[src/rtl/pinwheel_ram_pkg.sv]
// Shared types, the word-address width and the byte-merge helper for pinwheel_ram_ctrl.
// The RMW states exist only when PINWHEEL_RAM_CTRL_RMW_EN is defined.
package pinwheel_ram_pkg;

  localparam int WORD_ADDR_W = 10;

`ifdef PINWHEEL_RAM_CTRL_RMW_EN
  typedef enum logic [2:0] {
    IDLE,
    RD_WAIT,
    RMW_WAIT,
    RMW_WR,
    RESP
  } state_t;
`else
  typedef enum logic [2:0] {
    IDLE,
    RD_WAIT,
    RESP
  } state_t;
`endif

  // A set mask bit selects the byte from new_word; a clear bit keeps old_word.
  function automatic logic [31:0] merge_bytes(input logic [31:0] old_word,
                                              input logic [31:0] new_word,
                                              input logic [3:0]  mask);
    logic [31:0] merged;
    merged = old_word;
    for (int i = 0; i < 4; i++) begin
      if (mask[i]) merged[8*i +: 8] = new_word[8*i +: 8];
    end
    return merged;
  endfunction

endpackage

[src/rtl/pinwheel_ram_ctrl.sv]
// Single-outstanding request controller in front of a 1-cycle registered-read RAM.
// Define PINWHEEL_RAM_CTRL_RMW_EN to enable read-modify-write for partial byte masks.
module pinwheel_ram_ctrl
  import pinwheel_ram_pkg::*;
#(
  parameter int ADDR_BITS = 12
) (
  input  logic                   clk,
  input  logic                   rst_n,
  input  logic                   req_valid,
  output logic                   req_ready,
  input  logic                   req_write,
  input  logic [ADDR_BITS-1:0]   req_addr,
  input  logic [31:0]            req_wdata,
  input  logic [3:0]             req_mask,
  output logic                   rsp_valid,
  input  logic                   rsp_ready,
  output logic [31:0]            rsp_data,
  output logic                   rsp_err,
  output logic [WORD_ADDR_W-1:0] ram_raddr,
  input  logic [31:0]            ram_rdata,
  output logic [WORD_ADDR_W-1:0] ram_waddr,
  output logic [31:0]            ram_wdata,
  output logic                   ram_wren
);

  state_t                 state_reg, state_next;
  logic [WORD_ADDR_W-1:0] addr_reg;
  logic [31:0]            rsp_data_reg, rsp_data_next;
  logic                   rsp_err_reg, rsp_err_next;
  logic [WORD_ADDR_W-1:0] req_word;
  logic                   accept;
  logic                   wren_raw;
  logic                   unused_addr_bits;

`ifdef PINWHEEL_RAM_CTRL_RMW_EN
  logic [31:0] wdata_reg;
  logic [3:0]  mask_reg;
  logic [31:0] merge_reg, merge_next;
`endif

  // Byte-offset bits never reach the RAM; addresses wrap naturally at 1024 words.
  assign req_word         = req_addr[WORD_ADDR_W+1:2];
  assign unused_addr_bits = ^req_addr[1:0];
  assign accept           = req_valid && (state_reg == IDLE);

  always_comb begin
    state_next    = state_reg;
    rsp_data_next = rsp_data_reg;
    rsp_err_next  = rsp_err_reg;
`ifdef PINWHEEL_RAM_CTRL_RMW_EN
    merge_next    = merge_reg;
`endif
    case (state_reg)
      IDLE: begin
        if (req_valid) begin
          if (!req_write) begin
            state_next = RD_WAIT;
          end else if (req_mask == 4'hF || req_mask == 4'h0) begin
            state_next    = RESP;
            rsp_data_next = 32'd0;
            rsp_err_next  = 1'b0;
          end else begin
`ifdef PINWHEEL_RAM_CTRL_RMW_EN
            state_next    = RMW_WAIT;
`else
            state_next    = RESP;
            rsp_data_next = 32'd0;
            rsp_err_next  = 1'b1;
`endif
          end
        end
      end
      RD_WAIT: begin
        state_next    = RESP;
        rsp_data_next = ram_rdata;
        rsp_err_next  = 1'b0;
      end
`ifdef PINWHEEL_RAM_CTRL_RMW_EN
      RMW_WAIT: begin
        merge_next = merge_bytes(ram_rdata, wdata_reg, mask_reg);
        state_next = RMW_WR;
      end
      RMW_WR: begin
        state_next    = RESP;
        rsp_data_next = 32'd0;
        rsp_err_next  = 1'b0;
      end
`endif
      RESP: begin
        if (rsp_ready) state_next = IDLE;
      end
      default: state_next = IDLE;
    endcase
  end

  always_ff @(posedge clk or negedge rst_n) begin
    if (!rst_n) begin
      state_reg    <= IDLE;
      addr_reg     <= '0;
      rsp_data_reg <= 32'd0;
      rsp_err_reg  <= 1'b0;
`ifdef PINWHEEL_RAM_CTRL_RMW_EN
      wdata_reg    <= 32'd0;
      mask_reg     <= 4'd0;
      merge_reg    <= 32'd0;
`endif
    end else begin
      state_reg    <= state_next;
      rsp_data_reg <= rsp_data_next;
      rsp_err_reg  <= rsp_err_next;
`ifdef PINWHEEL_RAM_CTRL_RMW_EN
      merge_reg    <= merge_next;
`endif
      if (accept) begin
        addr_reg  <= req_word;
`ifdef PINWHEEL_RAM_CTRL_RMW_EN
        wdata_reg <= req_wdata;
        mask_reg  <= req_mask;
`endif
      end
    end
  end

  assign req_ready = (state_reg == IDLE);
  assign rsp_valid = (state_reg == RESP);
  assign rsp_data  = rsp_data_reg;
  assign rsp_err   = rsp_err_reg;
  assign ram_raddr = (state_reg == IDLE) ? req_word : addr_reg;

`ifdef PINWHEEL_RAM_CTRL_RMW_EN
  assign wren_raw  = (accept && req_write && req_mask == 4'hF) || (state_reg == RMW_WR);
  assign ram_waddr = (state_reg == RMW_WR) ? addr_reg : req_word;
  assign ram_wdata = (state_reg == RMW_WR) ? merge_reg : req_wdata;
`else
  assign wren_raw  = accept && req_write && req_mask == 4'hF;
  assign ram_waddr = req_word;
  assign ram_wdata = req_wdata;
`endif

  // Gating with rst_n kills an in-flight write the instant reset asserts.
  assign ram_wren = rst_n && wren_raw;

endmodule

[config.mk]
export PLATFORM = sky130hd
export DESIGN_NAME = pinwheel_ram_ctrl
export DESIGN_NICKNAME = d
export VERILOG_FILES = /design/src/rtl/pinwheel_ram_pkg.sv /design/src/rtl/pinwheel_ram_ctrl.sv
export SDC_FILE = /design/constraint.sdc
export NUM_CORES = 1
export LEC_CHECK = 0
export ABC_CLOCK_PERIOD_IN_PS = 1600
export CAP_MARGIN = 15
export CORE_MARGIN = 4
export CORE_UTILIZATION = 30
export CTS_BUF_LIST = sky130_fd_sc_hd__clkbuf_4 sky130_fd_sc_hd__clkbuf_8
export DETAILED_ROUTE_END_ITERATION = 8
export PLACE_DENSITY_LB_ADDON = 0.08
export SLEW_MARGIN = 30
export SYNTH_ARGS = -nofsm -noshare
export SYNTH_HDL_FRONTEND = slang
export SYNTH_SLANG_ARGS = --single-unit
[constraint.sdc]
create_clock -name clk -period 1.6 [get_ports clk]
set_clock_uncertainty 0.1 [all_clocks]
set_input_delay 0.48 -clock clk [delete_from_list [all_inputs] [get_ports clk]]
set_output_delay 0.48 -clock clk [all_outputs]
set_load 0.005 [all_outputs]
==> metrics.yaml, run 1 <==
timing:
  grt_setup_unrepaired: "yes"
  max_freq_ghz: 0.479
  final-hold-violation-count: 0
  min_period_over_period_pct: 130
  maxSlewHeadroom_pct: 63.0
  tightest_slew_ps: 555
  layout_setup_ws_ps: -486
  slew_violations: 0
  hold_ws_ps: 212
  tns_ps: -5520
  fin_crit_ps: 2090
  setup_viol: 20
worst_setup_path:
  r2r_start: "state_reg[0]"
  worst-r2r-setup-slack_ps: -20
  r2r-end: "rsp_data[21]"
  ff2ff_path_depth: 6
  cp-start-kind: "flop"
  critical_path_class: "reg -> out"
  worstPathRequired_ps: 1020
  worstPathArrival_ps: 1510
  crit_fanout: 3
  worstSetupEndpointType: "output port"
outcome:
  status: "complete, but fails checks"
  failed_checks: "setup timing"
grt:
  gr-total-overflow: 0
  grt_pass1_vias: 1754
  grt_pass1_wl_um: 9590
  antenna_found_initial: 0
  grt_max_degree: 46
  grt_usage_pct: 14.1
power:
  ir_drop_mv: 0.400
  leakage_nw: 1.71
  power.density_nw_per_um2: 1180
  fin_total_pwr_mw: 3.91
clocking:
  numClockSinks: 45
  clk_path_buf_depth: 2
  clockRootBuffer: "clkbuf_8"
  cts_buffers: 5
  path_clk_slew_ps: 90
  ctsHtreeMaxLevel: 2
  clk_latency_ps: 290
  cts_tree: "done"
  cts_hold_buf: 0
layout:
  fin_cells: 351
  final_util_pct: 48.2
  fillers: 647
  n_antenna_cell: 0
  largest_reg_flops: 32
  layout-drive-gt1-share_pct: 34.5
  finalNetCount: 339
  design_area_sq_um: 3310
  syn2layout_area_growth_pct: 54.2
die:
  die_y_um: 92.6
  initial_core_util_pct: 31.3
  die_area_sq_um: 8570
  ios: 173
  die_w_um: 92.6
  core_sq_um: 6870
  fp-row-count: 30
synthesis:
  synth_fp_nets: 248
  synth_top_area_cell: "dfrtp_1"
  syn_avg_cell_area_sq_um: 13.2
  synth_edf_count: 0
  synth_mux_area_share_pct: 11.7
  synthSimpleGateAreaFrac_pct: 3.09
  synth-xor-area-share_pct: 0
  netlist_instances: 163
  yosysMostFrequentCell: "dfrtp_1"
  synth.area.top_cells: "dfrtp_1 52%, buf_4 15%, a22o_1 13%"
  async_flop_share_pct: 100
  synth_area_sq_um: 2150
  yosysSeqAreaShare_pct: 52.4
  synth_top_family_by_area: "buffers and inverters"
  ys_ff_latch: 45
  synth_fa_ha_area_share_pct: 0
  synth_top_area_share_pct: 52.4
  synth_compound_area_share_pct: 14.0
  synthTopCellsByCount: "45 x dfrtp_1, 43 x buf_4, 32 x a22o_1"
  synth_warnings: 0
  synthFlopType: "dfrtp_1"
  synth_cell_types: 19
placement:
  dp_hpwl_um: 4370
  dp_cells: 332
  dpl_cell_area_sq_um: 3080
  dp_slack_ps: -843
  io_buffers: 106
  gp_congestion: 0.727
routing:
  wl_per_cell_um: 17.1
  drcViolationCount: 0
  drt_iter0_markers: 16
  finalWirelength_um: 6000
  drt-vias-per-instance: 4.57
  ant_nets: 0
  via_count: 1605
  first_pass_iters: 4
run:
  maxCapViolCount: 0
hold_path:
  hold_class: "in -> async"
[power by group]
part | leakage [nW] | switching (mW) | internal, mW
logic | 1.08 | 0.532 | 1.06
registers | 0.579 | 0.163 | 1.43
clock network | 0.0453 | 0.371 | 0.343
[critical path: stages, from the launching register on]
cell     delay (ps)
dfrtp_1         420
nor2_4          150
buf_6           130
buf_6           110
mux2_4          300
buf_6           120
[layout make-up]
class                      count  area (sq um)  area share, %
inverter                       1          3.75          0.113
clock buffer                   7          83.8           2.53
clock inverter                 1          7.51          0.227
multi-input combinational     65           676           20.4
timing repair buffer         136          1290           39.1
sequential                    45          1130           34.0
tap                           96           120           3.63
[timing repair]
action	4_1_cts	5_1_grt
setup buffers	9	3
cloned	2	0
endpoints found under the setup margin	92	18
pin swaps	4	2
resized for setup	172	6
[layout by cell type, fill, tap and decap left out, types with 2 or more instances in the layout]
master           synthesis  routed
clkbuf_4                 0       2
and4_1                   2       2
buf_6                    5      21
mux2_2                  13       3
dfrtp_1                 45      45
buf_4                   43      17
clkdlybuf4s50_1          0      33
dlygate4sd2_1            0      48
clkbuf_8                 0       5
clkdlybuf4s15_2          0       3
buf_2                    4       9
mux2_4                   7      17
a22o_1                  32      32
[metal layers]
metal | up-vias | wire length [um] | GRT usage [%]
met5 | - | 0 | 0
met4 | 0 | 72 | 4.33
met3 | 7 | 655 | 6.01
met2 | 109 | 2850 | 22.7
met1 | 764 | 2420 | 17.1
li1 | 725 | - | -
[worst max path at each step]
stage                             from           end  cells past startpoint
after CTS                 state_reg[1]  ram_raddr[9]                      5
final                     state_reg[1]  ram_raddr[1]                      5
after floorplan           state_reg[0]  ram_raddr[0]                      3
after global placement     req_mask[2]      ram_wren                      4
after detailed placement   req_mask[2]      ram_wren                      4
after global routing      state_reg[1]  ram_raddr[4]                      5
[logic make-up (layout without fill, tap and decap cells)]
family          Yosys count  after routing
compound gates           35             35
buf+inv                  53            145
simple gates             10             10
flops                    45             45
mux                      20             20
(Power assumes the default switching activity.)
==> inputs of run 2 (changes only) <==
--- a/config.mk
+++ b/config.mk
@@ -10,9 +10,9 @@
 export CORE_MARGIN = 4
 export CORE_UTILIZATION = 30
 export CTS_BUF_LIST = sky130_fd_sc_hd__clkbuf_4 sky130_fd_sc_hd__clkbuf_8
+export CTS_CLUSTER_DIAMETER = 50
 export DETAILED_ROUTE_END_ITERATION = 8
 export PLACE_DENSITY_LB_ADDON = 0.08
-export SLEW_MARGIN = 30
 export SYNTH_ARGS = -nofsm -noshare
 export SYNTH_HDL_FRONTEND = slang
 export SYNTH_SLANG_ARGS = --single-unit
==> results of run 2 <==
The final DEF is identical to that of run 1; final timing and power are the same.
==> inputs of run 3 (changes only) <==
--- a/config.mk
+++ b/config.mk
@@ -13,6 +13,7 @@
 export CTS_CLUSTER_DIAMETER = 50
 export DETAILED_ROUTE_END_ITERATION = 8
 export PLACE_DENSITY_LB_ADDON = 0.08
+export RECOVER_POWER = 25
 export SYNTH_ARGS = -nofsm -noshare
 export SYNTH_HDL_FRONTEND = slang
 export SYNTH_SLANG_ARGS = --single-unit
==> run 3 against run 2 <==
The flow still finishes with violations (setup timing); largest power group unchanged; sequential power about the same; clock power hardly changed; sequential share of layout area about the same; cell count unchanged; core utilization fell by 0.055 points; die area unchanged; setup slack about the same; via count unchanged; wire length about the same; hold slack improved by 180 ps; critical path type unchanged.
==> metrics.yaml, run 3 (synthesis results as in run 1) <==
hold_path:
  hold_class: "reg -> reg"  # was in -> async
  hp-start: "rsp_err"
grt:
  grt_pass1_vias: 1754  # unchanged
  grt_usage_pct: 14.1  # unchanged
  grt_pass1_wl_um: 9590  # unchanged
  antenna_found_initial: 0  # unchanged
  gr-total-overflow: 0  # unchanged
  grt_max_degree: 46  # unchanged
worst_setup_path:
  critPathBufInv: 3  # unchanged
  worstPathArrival_ps: 1510  # about the same
  startpoint: "state_reg[1]"  # unchanged
  worstSetupEndpointType: "output port"  # unchanged
  path_cells: "nor2_4 -> buf_6 -> buf_6 -> mux2_4 -> buf_6"  # unchanged
  cp-start-kind: "flop"  # unchanged
  crit_top_cell: "buf_6"  # unchanged
  path_delay_family: "flip-flops"  # unchanged
  worstPathRequired_ps: 1020  # about the same
  crit_fanout: 3  # unchanged
  r2r_start: "state_reg[0]"  # unchanged
  critical_path_class: "reg -> out"  # unchanged
  slowest_stage: "dfrtp_1"  # unchanged
  crit_path_max_incr_delay_ps: 420  # about the same
clocking:
  path_clk_slew_ps: 90  # about the same
  ctsHtreeMaxLevel: 2  # unchanged
  clockRootBuffer: "clkbuf_8"  # unchanged
  clk_latency_ps: 290  # about the same
  numClockSinks: 45  # unchanged
  cts_buffers: 5  # unchanged
  cts_tree: "done"  # unchanged
  clk_path_buf_depth: 2  # unchanged
routing:
  drcViolationCount: 0  # unchanged
  drt-vias-per-instance: 4.57  # unchanged
  drt_iter0_markers: 16  # unchanged
  wl_per_cell_um: 17.1  # about the same
  finalWirelength_um: 6000  # about the same
  first_pass_iters: 4  # unchanged
  ant_nets: 0  # unchanged
  via_count: 1605  # unchanged
layout:
  syn2layout_area_growth_pct: 54.0  # was 54.2%
  fin_cells: 351  # unchanged
  layout-drive-gt1-share_pct: 34.1  # was 34.5%
  n_antenna_cell: 0  # unchanged
  final_common_cell: "dlygate4sd2_1"  # unchanged
  mostFrequentLayoutCells: "48 x dlygate4sd2_1, 45 x dfrtp_1, 33 x clkdlybuf4s50_1, 32 x a22o_1, 21 x buf_6"  # unchanged
  finalNetCount: 339  # unchanged
  largest_reg_flops: 32  # unchanged
  design_area_sq_um: 3310  # about the same
timing:
  slew_violations: 0  # unchanged
  setup_viol: 20  # unchanged
  final-hold-violation-count: 0  # unchanged
  layout_setup_ws_ps: -486  # about the same
  hold_ws_ps: 392  # was 212 ps
  max_freq_ghz: 0.479  # unchanged
  grt_setup_unrepaired: "yes"  # unchanged
  tightest_slew_ps: 1090  # was 555 ps
  fin_crit_ps: 2090  # about the same
  min_period_over_period_pct: 130  # about the same
  maxSlewHeadroom_pct: 27.1  # was 63.0%
die:
  ios: 173  # unchanged
  initial_core_util_pct: 31.3  # unchanged
  core_sq_um: 6870  # unchanged
  die_w_um: 92.6  # unchanged
  fp-row-count: 30  # unchanged
  die_y_um: 92.6  # unchanged
  die_area_sq_um: 8570  # unchanged
placement:
  dp_cells: 332  # unchanged
  dp_hpwl_um: 4370  # unchanged
  dpl_cell_area_sq_um: 3080  # unchanged
  gp_congestion: 0.727  # unchanged
  dp_slack_ps: -843  # unchanged
  io_buffers: 106  # unchanged
power:
  ir_drop_mv: 0.400  # about the same
  fin_total_pwr_mw: 3.91  # about the same
  leakage_nw: 1.70  # was 1.71 nW
  power.density_nw_per_um2: 1180  # about the same
run:
  maxCapViolCount: 0  # unchanged
outcome:
  status: "complete, but fails checks"  # unchanged
  failed_checks: "setup timing"  # unchanged
run 3: cell types whose count changed in the layout (fill, tap and decap cells not counted), sizes merged:
cell / change
buf: -2
clkbuf: +2
run 3: layout make-up:
| class | count | area, sq um |
|---|---|---|
| Multi-Input combinational cell | 65 | 676 |
| Clock buffer | 7 | 83.8 |
| Sequential cell | 45 | 1130 |
| Clock inverter | 1 | 7.51 |
| Inverter | 1 | 3.75 |
| Timing Repair Buffer | 136 | 1290 |
| Fill cell | 646 | 3560 |
| Tap cell | 96 | 120 |
run 3: power breakdown:
part	switching, mW	leakage, nW	internal [mW]
clock	0.371	0.0453	0.343
sequential	0.163	0.579	1.43
combinational	0.532	1.08	1.06
total	1.07	1.70	2.84
run 3: metrics by stage:
stage               TNS [ps]  utilization, %
floorplan               -294               -
global placement      -27720            44.9
detailed placement    -28060            44.9
CTS                    -5490            48.0
global route           -7770            48.1
finish                 -5520            48.1
run 3: repair_timing:
action                                  in CTS  in global routing
buffers inserted                             9                  3
pin swaps                                    4                  2
cloned                                       2                  0
hold buffers                                 0                  0
resized for setup                          172                  6
hold endpoints to repair                     0                  0
endpoints found under the setup margin      92                 18
run 3: per-layer routing:
layer / vias to the layer above / share of wire, % / GRT usage [%]
met1: 763 / 40 / 17.1
met3: 7 / 11 / 6.01
li1: 726 / - / -
met5: - / 0 / 0
met4: 0 / 1.2 / 4.33
met2: 109 / 48 / 22.7
run 3: path summary, 6_finish.rpt:
kind | end | slack, ps | cells after the start
max reg2reg | rsp_data[21] | -20 | 6
min in group asynchronous | state_reg[0] | 480 | 2
max | ram_raddr[1] | -490 | 5
min reg2reg | rsp_err | 390 | 1
max in group asynchronous | rsp_data[29] | 250 | 2
min | rsp_err | 390 | 1
